===== config.mk =====
export PLATFORM = sky130hd
export DESIGN_NAME = a0_uart_tx
export DESIGN_NICKNAME = d
export VERILOG_FILES = /design/src/rtl/a0_uart_tx.sv
export SDC_FILE = /design/constraint.sdc
export NUM_CORES = 1
export LEC_CHECK = 0
export ABC_AREA = 1
export ABC_CLOCK_PERIOD_IN_PS = 3400
export CAP_MARGIN = 20
export CORE_MARGIN = 1.5
export CORE_UTILIZATION = 35
export DETAILED_ROUTE_END_ITERATION = 6
export GPL_TIMING_DRIVEN = 0
export SLEW_MARGIN = 20
export SYNTH_ARGS = -nofsm -noshare
export SYNTH_HDL_FRONTEND = slang
export SYNTH_SLANG_ARGS = --single-unit

===== constraint.sdc =====
create_clock -name clk -period 3.4 [get_ports clk]
set_clock_uncertainty 0.15 [all_clocks]
set_input_delay 0.51 -clock clk [delete_from_list [all_inputs] [get_ports clk]]
set_output_delay 0.51 -clock clk [all_outputs]
set_load 0.005 [all_outputs]

===== src/rtl/a0_uart_tx.sv =====
// Watches the a0 result register, queues each new value, and sends every queued word
// over an 8N1 UART line, least-significant byte first.
module a0_uart_tx #(
   parameter int unsigned D_WIDTH      = 32,
   parameter int unsigned CLKS_PER_BIT = 16,
   parameter int unsigned FIFO_DEPTH   = 4
) (
   input  logic                          clk,
   input  logic                          rst_n,
   input  logic [D_WIDTH-1:0]            a0,
   input  logic                          en,
   output logic                          tx,
   output logic                          busy,
   output logic                          overflow,
   output logic [$clog2(FIFO_DEPTH):0]   fifo_count
);

   localparam int unsigned AW = $clog2(FIFO_DEPTH);
   localparam int unsigned CW = AW + 1;
   localparam int unsigned NB = D_WIDTH / 8;
   localparam int unsigned BW = (NB > 1) ? $clog2(NB) : 1;
   localparam int unsigned TW = (CLKS_PER_BIT > 1) ? $clog2(CLKS_PER_BIT) : 1;

   typedef enum logic [1:0] {IDLE, START, DATA, STOP} state_t;

   state_t               state, state_nx;
   logic [TW-1:0]        tmr, tmr_nx;
   logic [2:0]           bit_idx, bit_nx;
   logic [BW-1:0]        byte_idx, byte_nx;
   logic [D_WIDTH-1:0]   shreg, sh_nx;
   logic                 tx_nx;

   logic [D_WIDTH-1:0]   a0_prev;
   logic [D_WIDTH-1:0]   mem [FIFO_DEPTH];
   logic [AW-1:0]        wr_ptr, rd_ptr;

   logic                 push, push_ok, pop, full, empty, bit_end, last_byte;
   logic [7:0]           cur_byte;

   assign push      = en && (a0 != a0_prev);
   assign full      = (fifo_count == CW'(FIFO_DEPTH));
   assign empty     = (fifo_count == '0);
   assign pop       = (state == IDLE) && !empty;
   // When full, a push still fits if the head leaves on the same edge.
   assign push_ok   = push && (!full || pop);
   assign bit_end   = (tmr == TW'(CLKS_PER_BIT - 1));
   assign last_byte = (byte_idx == BW'(NB - 1));
   assign cur_byte  = shreg[7:0];

   // Change detector and FIFO bookkeeping.
   always_ff @(posedge clk or negedge rst_n) begin
      if (!rst_n) begin
         a0_prev    <= '0;
         wr_ptr     <= '0;
         rd_ptr     <= '0;
         fifo_count <= '0;
         overflow   <= 1'b0;
      end else begin
         if (en) a0_prev <= a0;
         if (push && !push_ok) overflow <= 1'b1;
         if (push_ok) wr_ptr <= wr_ptr + AW'(1);
         if (pop) rd_ptr <= rd_ptr + AW'(1);
         case ({push_ok, pop})
            2'b10:   fifo_count <= fifo_count + CW'(1);
            2'b01:   fifo_count <= fifo_count - CW'(1);
            default: fifo_count <= fifo_count;
         endcase
      end
   end

   always_ff @(posedge clk) begin
      if (push_ok) mem[wr_ptr] <= a0;
   end

   // Transmit state register; tx and busy are registered from their next values.
   always_ff @(posedge clk or negedge rst_n) begin
      if (!rst_n) begin
         state    <= IDLE;
         tmr      <= '0;
         bit_idx  <= '0;
         byte_idx <= '0;
         shreg    <= '0;
         tx       <= 1'b1;
         busy     <= 1'b0;
      end else begin
         state    <= state_nx;
         tmr      <= tmr_nx;
         bit_idx  <= bit_nx;
         byte_idx <= byte_nx;
         shreg    <= sh_nx;
         tx       <= tx_nx;
         busy     <= (state_nx != IDLE);
      end
   end

   always_comb begin
      state_nx = state;
      tmr_nx   = tmr;
      bit_nx   = bit_idx;
      byte_nx  = byte_idx;
      sh_nx    = shreg;
      tx_nx    = 1'b1;
      case (state)
         IDLE: begin
            if (!empty) begin
               state_nx = START;
               sh_nx    = mem[rd_ptr];
               byte_nx  = '0;
               tmr_nx   = '0;
               tx_nx    = 1'b0;
            end
         end
         START: begin
            tx_nx = 1'b0;
            if (bit_end) begin
               state_nx = DATA;
               tmr_nx   = '0;
               bit_nx   = '0;
               tx_nx    = cur_byte[0];
            end else begin
               tmr_nx = tmr + TW'(1);
            end
         end
         DATA: begin
            tx_nx = cur_byte[bit_idx];
            if (bit_end) begin
               tmr_nx = '0;
               if (bit_idx == 3'd7) begin
                  state_nx = STOP;
                  tx_nx    = 1'b1;
               end else begin
                  bit_nx = bit_idx + 3'd1;
                  tx_nx  = cur_byte[bit_idx + 3'd1];
               end
            end else begin
               tmr_nx = tmr + TW'(1);
            end
         end
         STOP: begin
            tx_nx = 1'b1;
            if (bit_end) begin
               tmr_nx = '0;
               if (!last_byte) begin
                  state_nx = START;
                  byte_nx  = byte_idx + BW'(1);
                  sh_nx    = shreg >> 8;
                  tx_nx    = 1'b0;
               end else begin
                  state_nx = IDLE;
               end
            end else begin
               tmr_nx = tmr + TW'(1);
            end
         end
         default: state_nx = IDLE;
      endcase
   end

endmodule

# Word-level counts from Yosys, hierarchy flattened
# Memory sizes are Yosys's and may differ from the RTL's.
# Cells that the tools add are included.
word_totals:
  ff_bits: 85
  latch_bits: 0
  ram_bits: 128
  rom_bits: 0
  in_bits: 35
  output_inout_bits: 6
  elab_cells: 91
  mem_count: 1
memory_table:
  columns: ["name", "words", "width", "rd", "rd_ports_with_merged_regs", "write_ports", "line", "text"]
  rows:
  - ["mem", 4, 32, 1, 0, 1, "34", "logic [D_WIDTH-1:0] mem [FIFO_DEPTH];"]
classes:
  n_addsub: 7
  n_mul: 0
  div: 0
  n_lt_le_gt_ge: 2
  n_eq_ne: 16
  n_shift: 0
  mux: 36
  bitwise: 0
  n_reduce_logical: 17
op_table:
  columns: ["operator", "n"]
  rows:
  - ["two-way mux 32 bit", 3]
  - ["case mux 32 bit (2 select lines)", 1]
  - ["!= test 32 bit", 1]
  - ["two-way mux 2 bit", 8]
  - ["!= test 2 bit (second input constant)", 6]
  - ["case mux 3 bit (2 select lines)", 2]
  - ["two-way mux 1 bit", 11]
  - ["two-way mux 3 bit", 3]
  - ["== test 2 bit (second input constant)", 4]
  - ["less-than comparator 3 x 4 -> 1 bit (second input constant)", 2]
  - ["two-way mux 4 bit", 2]
  - ["case mux 2 bit (4 select lines)", 1]
  - ["case mux 4 bit (2 select lines)", 1]
  - ["AND reduction 4 bit", 2]
  - ["nonzero test 2 bit", 4]
  - ["adder 2 x 1 -> 2 bit (second input constant)", 3]
  - ["adder 3 x 1 -> 3 bit (second input constant)", 2]
  - ["binary-select mux 1 bit (select 3 bit)", 2]
  - ["== test 3 bit (second input constant)", 2]
  - ["adder 4 x 1 -> 4 bit (second input constant)", 1]
  - ["== test 2 x 1 -> 1 bit (second input constant)", 2]
  - ["== test 4 bit (second input constant)", 1]
  - ["logical AND 1 bit", 4]
  - ["case mux 1 bit (4 select lines)", 1]
  - ["other kinds (7)", 9]

# Logic depth before layout (Yosys ltp)
depth:
  word_depth: 7
  ltp_mapped: 14
  ltp_nobuf: 14

# Least setup slack after synthesis
# No wires, ideal clock.
synth_timing:
  path_kind: "input -> register"
  from: "input port a0[31]"
  to: "memory mem[0][0], enable pin"
  setup_time_ps: 421
  t_arrival_ps: 2476
  required_time_ps: 2829
  path_slack_ps: 353
  path_stages: 10
  path_buffers: 0
  path_cell_list: "inv_1 nand2_1 nand2_1 nand2_1 nor2_1 nand2_1 nor2_1 nand2_1 nand3_1 nor2_1"
synth_via:
  elab_chain_len: 5
synth_rtl:
  columns: ["element", "line", "text"]
  rows:
  - ["from (decl)", "10", "input logic [D_WIDTH-1:0] a0,"]
  - ["!= test 32 bit", "40", "assign push = en && (a0 != a0_prev);"]
  - ["logical AND 1 bit", "40", null]
  - ["logical AND 1 bit", "45", "assign push_ok = push && (!full || pop);"]
  - ["two-way mux 1 bit", "72", "if (push_ok) mem[wr_ptr] <= a0;"]
  - ["two-way mux 1 bit (implied by the code)", "72", null]
  - ["to (decl)", "34", null]
# No other way between the ends.

# Final worst setup path
layout_timing:
  from: "input port a0[0]"
  to: "register fifo_count[1]"
layout_via:
  elab_chain_len: 5
  elab_cells_between_ends: 7
  cone_classes: "3 x eq/ne; 1 x mux; 3 x reduce/logical"
layout_rtl:
  columns: ["element", "line", "text"]
  rows:
  - ["!= test 32 bit (*)", "40", null]
  - ["logical AND 1 bit (*)", "40", null]
  - ["logical AND 1 bit (*)", "45", null]
  - ["== test 2 x 1 -> 1 bit or == test 2 bit (tied branches)", "63", "case ({push_ok, pop})"]
  - ["case mux 3 bit (2 select lines) or nonzero test 2 bit (tied branches)", null, null]
  - ["to (signal assigned)", "64", "2'b10: fifo_count <= fifo_count + CW'(1);"]
  - ["to (signal assigned)", "65", "2'b01: fifo_count <= fifo_count - CW'(1);"]
  - ["to (signal assigned)", "66", "default: fifo_count <= fifo_count;"]
  - ["to (decl)", "15", "output logic [$clog2(FIFO_DEPTH):0] fifo_count"]
# Every way passes the cells marked *; elsewhere a longest branch is shown, timed or not.
# A chain may end at the register's enable or synchronous reset.

==> summary.md <==
| Metric | Value |
|---|---|
| Crit path launch type | input pin |
| Total grt overflow | 0 |
| Clock Sink Count | 213 |
| Remaining DRCs | 0 |
| Met2 usage in global routing | 27.1% |
| Placed cells | 1149 |
| Most numerous cell on the critical path | nand2_1 |
| Yosys reg bits | 213 |
| R2R depth | 12 |
| Iter 0 DRT Violations | 410 |
| Antenna violations before repair | 0 |
| Final setup fails | 0 |
| Ant diodes | 0 |
| Largest net degree at the start of global routing | 61 |
| Core Area | 25300 um2 |
| Max Root-Sink Buffers | 3 |
| RSZ-0062 raised after global routing | no |
| Vias in the first global route | 5726 |
| IO Count | 41 |
| GPL Wtd Cong | 0.787 |
| Final Util | 43.0% |
| Synth unique cells | 37 |
| Initial DRT Pass Iterations | 5 |
| Root Driver | clkbuf_16 |
| Worst hold path type | input pin to asynchronous set/reset pin |
| Final Instance Area | 10900 um2 |
| Post-CTS Setup Bufs | 0 |
| Crit-path cells | clkdlybuf4s50_1 > nand2_1 > nand2_1 > nand2_1 > nor2_1 > nand2_1 > nor2_1 > nand2_1 > nand3_2 > ha_1 > fa_1 > mux2_2 |
| Relative slew slack | 49.8% |
| Worst r2r src | a0_prev[0]$_DFFE_PN0P_ |
| YS warnings | 0 |
| Arr. time, crit path | 3.43 ns |
| Port Buffers | 39 |
| Pre-CTS setup slack | -0.523 ns |
| Die Area | 26900 um2 |
| Met3 Usage GRT | 2.90% |
| Worst stage delay on the critical path | 0.60 ns |
| Clock transition at path regs | 0.06 ns |
| Die Ht | 164 um |
| Placed Area | 10100 um2 |
| Final hold viol count | 0 |
| Synthesized area per cell | 11.7 um2 |
| First-pass GRT wire length | 32200 um |
| Slew Viols, Final | 0 |
| Final wirelength | 21000 um |
| Number of vias per cell | 4.93 |
| Avg WL per Cell | 17.6 um |
| Hold WS | 0.290 ns |
| Pwr Density | 616 nW/um2 |
| Maxcap violations | 0 |
| FP Rows | 58 |
| Outcome | finished, final reports clean |
| Most common cell after layout, fill and taps aside | edfxtp_1 |
| Req. time, crit path | 3.65 ns |
| Mapped cell area | 9080 um2 |
| Worst Tran Pin Value | 0.752 ns |
| Area Overhead vs Synth | 20.0% |
| Layout cells sized above 1 | 14.6% |
| Cells after Synth | 774 |
| ANT nets after route | 0 |
| TritonCTS clock tree | built |
| Commonest cells after routing, fill and taps aside | 128 x edfxtp_1, 96 x nand2_1, 84 x dfrtp_1 |
| Syn nets | 819 |
| Worst setup margin | 0.227 ns |
| Num CTS Buffers | 24 |
| Final non-filler cell total | 1194 |
| Tmin final | 3.17 ns |
| Crit path kind | input pin to flop |
| Sequential area share after synthesis | 65.8% |
| Dpl hpwl | 14400 um |
| Die W | 164 um |
| H-Tree Depth | 1 |
| Gr usage total | 15.9% |
| RR Endpoint | fifo_count[1]$_DFFE_PN0P_ |
| GRT busiest layer | met2 |
| Met1 Usage GRT | 20.4% |
| R2R Setup Slk | 0.42 ns |
| Via Count | 5892 |
| CP Max Fanout | 7 |
| Latest clock arrival within the worst-skew pair | 0.53 ns |
| Maximum vdd drop | 0.370 mV |
| Starting Density | 35.8% |
| Crit end category | flop |
| Max Fclk | 315 MHz |
| Nets@finish | 891 |
| Period utilisation layout | 93.3% |
| Lkg Pwr | 0.00408 uW |
| Worst path slowest cell | clkdlybuf4s50_1 |
cell families (layout without fill, tap and decap cells):
family / Yosys count / count (layout) / share of synthesized area (%)
AOI/OAI and AO/OA: 190 / 190 / 12.6
xor gates and xnor gates: 30 / 30 / 2.90
adders and majority gates: 10 / 10 / 1.46
buffers and inverters: 106 / 196 / 5.05
DFF: 213 / 213 / 65.8
muxes: 27 / 27 / 3.35
and+or+nand+nor: 198 / 198 / 8.84
state kept, by name (all words and copies together), names as in the netlist:
register    count
busy            1
tmr             4
bit_idx         3
shreg          32
overflow        1
byte_idx        2
mem           128
fifo_count      3
rd_ptr          2
tx              1
wr_ptr          2
a0_prev        32
state           2
worst max path at each step:
stage	from	endpoint
global route	a0[0]	fifo_count[1]$_DFFE_PN0P_
global placement	a0[0]	mem[0][2]$_DFFE_PP_
finish	a0[0]	fifo_count[1]$_DFFE_PN0P_
floorplan	a0[31]	mem[0][0]$_DFFE_PP_
CTS	a0[0]	fifo_count[1]$_DFFE_PN0P_
detailed placement	a0[0]	fifo_count[1]$_DFFE_PN0P_
repair_timing:
action / 4_1_cts / 5_1_grt
setup endpoints to repair: 1 / 0
hold endpoints to repair: 25 / 0
hold buffers: 1 / 0
gates resized for setup: 1 / 0
power breakdown:
part	leakage (uW)	switching, uW	internal, uW
Clock	0.000391	1050	1560
Combinational	0.00151	499	337
Sequential	0.00218	113	3150
Total	0.00408	1660	5050
synth_stat cells (all sizes together):
cell,n,area [um2]
edfxtp,128,3840
o21ai,102,533
nand2,98,378
dfrtp,84,2100
nor2,81,317
inv,68,255
o22ai,32,200
a21oi,28,151
mux2,27,304
xnor2,27,236
buf,24,150
o211ai,16,150
clkbuf,14,52.6
nand3,14,75.1
ha,9,113
a221o,8,80.1
nand4,4,25.0
xor2,3,26.3
o21bai,2,15.0
a22o,1,8.76
a31oi,1,6.26
dfstp,1,26.3
fa,1,20.0
nand3b,1,7.51
worst max-delay path: cells and delay by family:
kind                     cells  cell delay [ns]
buffers and inverters        1             0.60
adder cells (fa/ha/maj)      2             0.69
multiplexers                 1             0.26
AND/OR/NAND/NOR              8             1.35
routing by layer:
layer  wire, um  up-vias
met4        577        0
met2      10200      157
met1       9070     2846
li1           -     2847
met3       1120       42
met5          0        -
area by class of cell:
type,count,area (um2)
Clock inverter,16,189
Sequential cell,213,5970
Fill cell,2341,14400
Clock buffer,28,626
Inverter,68,255
Buffer,38,203
Tap cell,330,413
Timing Repair Buffer,46,552
Multi-Input combinational cell,455,2680
through the flow:
step / TNS (ns) / total power (uW)
6_report: 0 / 6710
3_3_place_gp: -402.68 / 4040
5_1_grt: 0 / 6980
2_1_floorplan: 0 / 3700
3_5_place_dp: -21.94 / 4160
4_1_cts: 0 / 6780
Note: power is estimated with default switching activity, not from simulation.
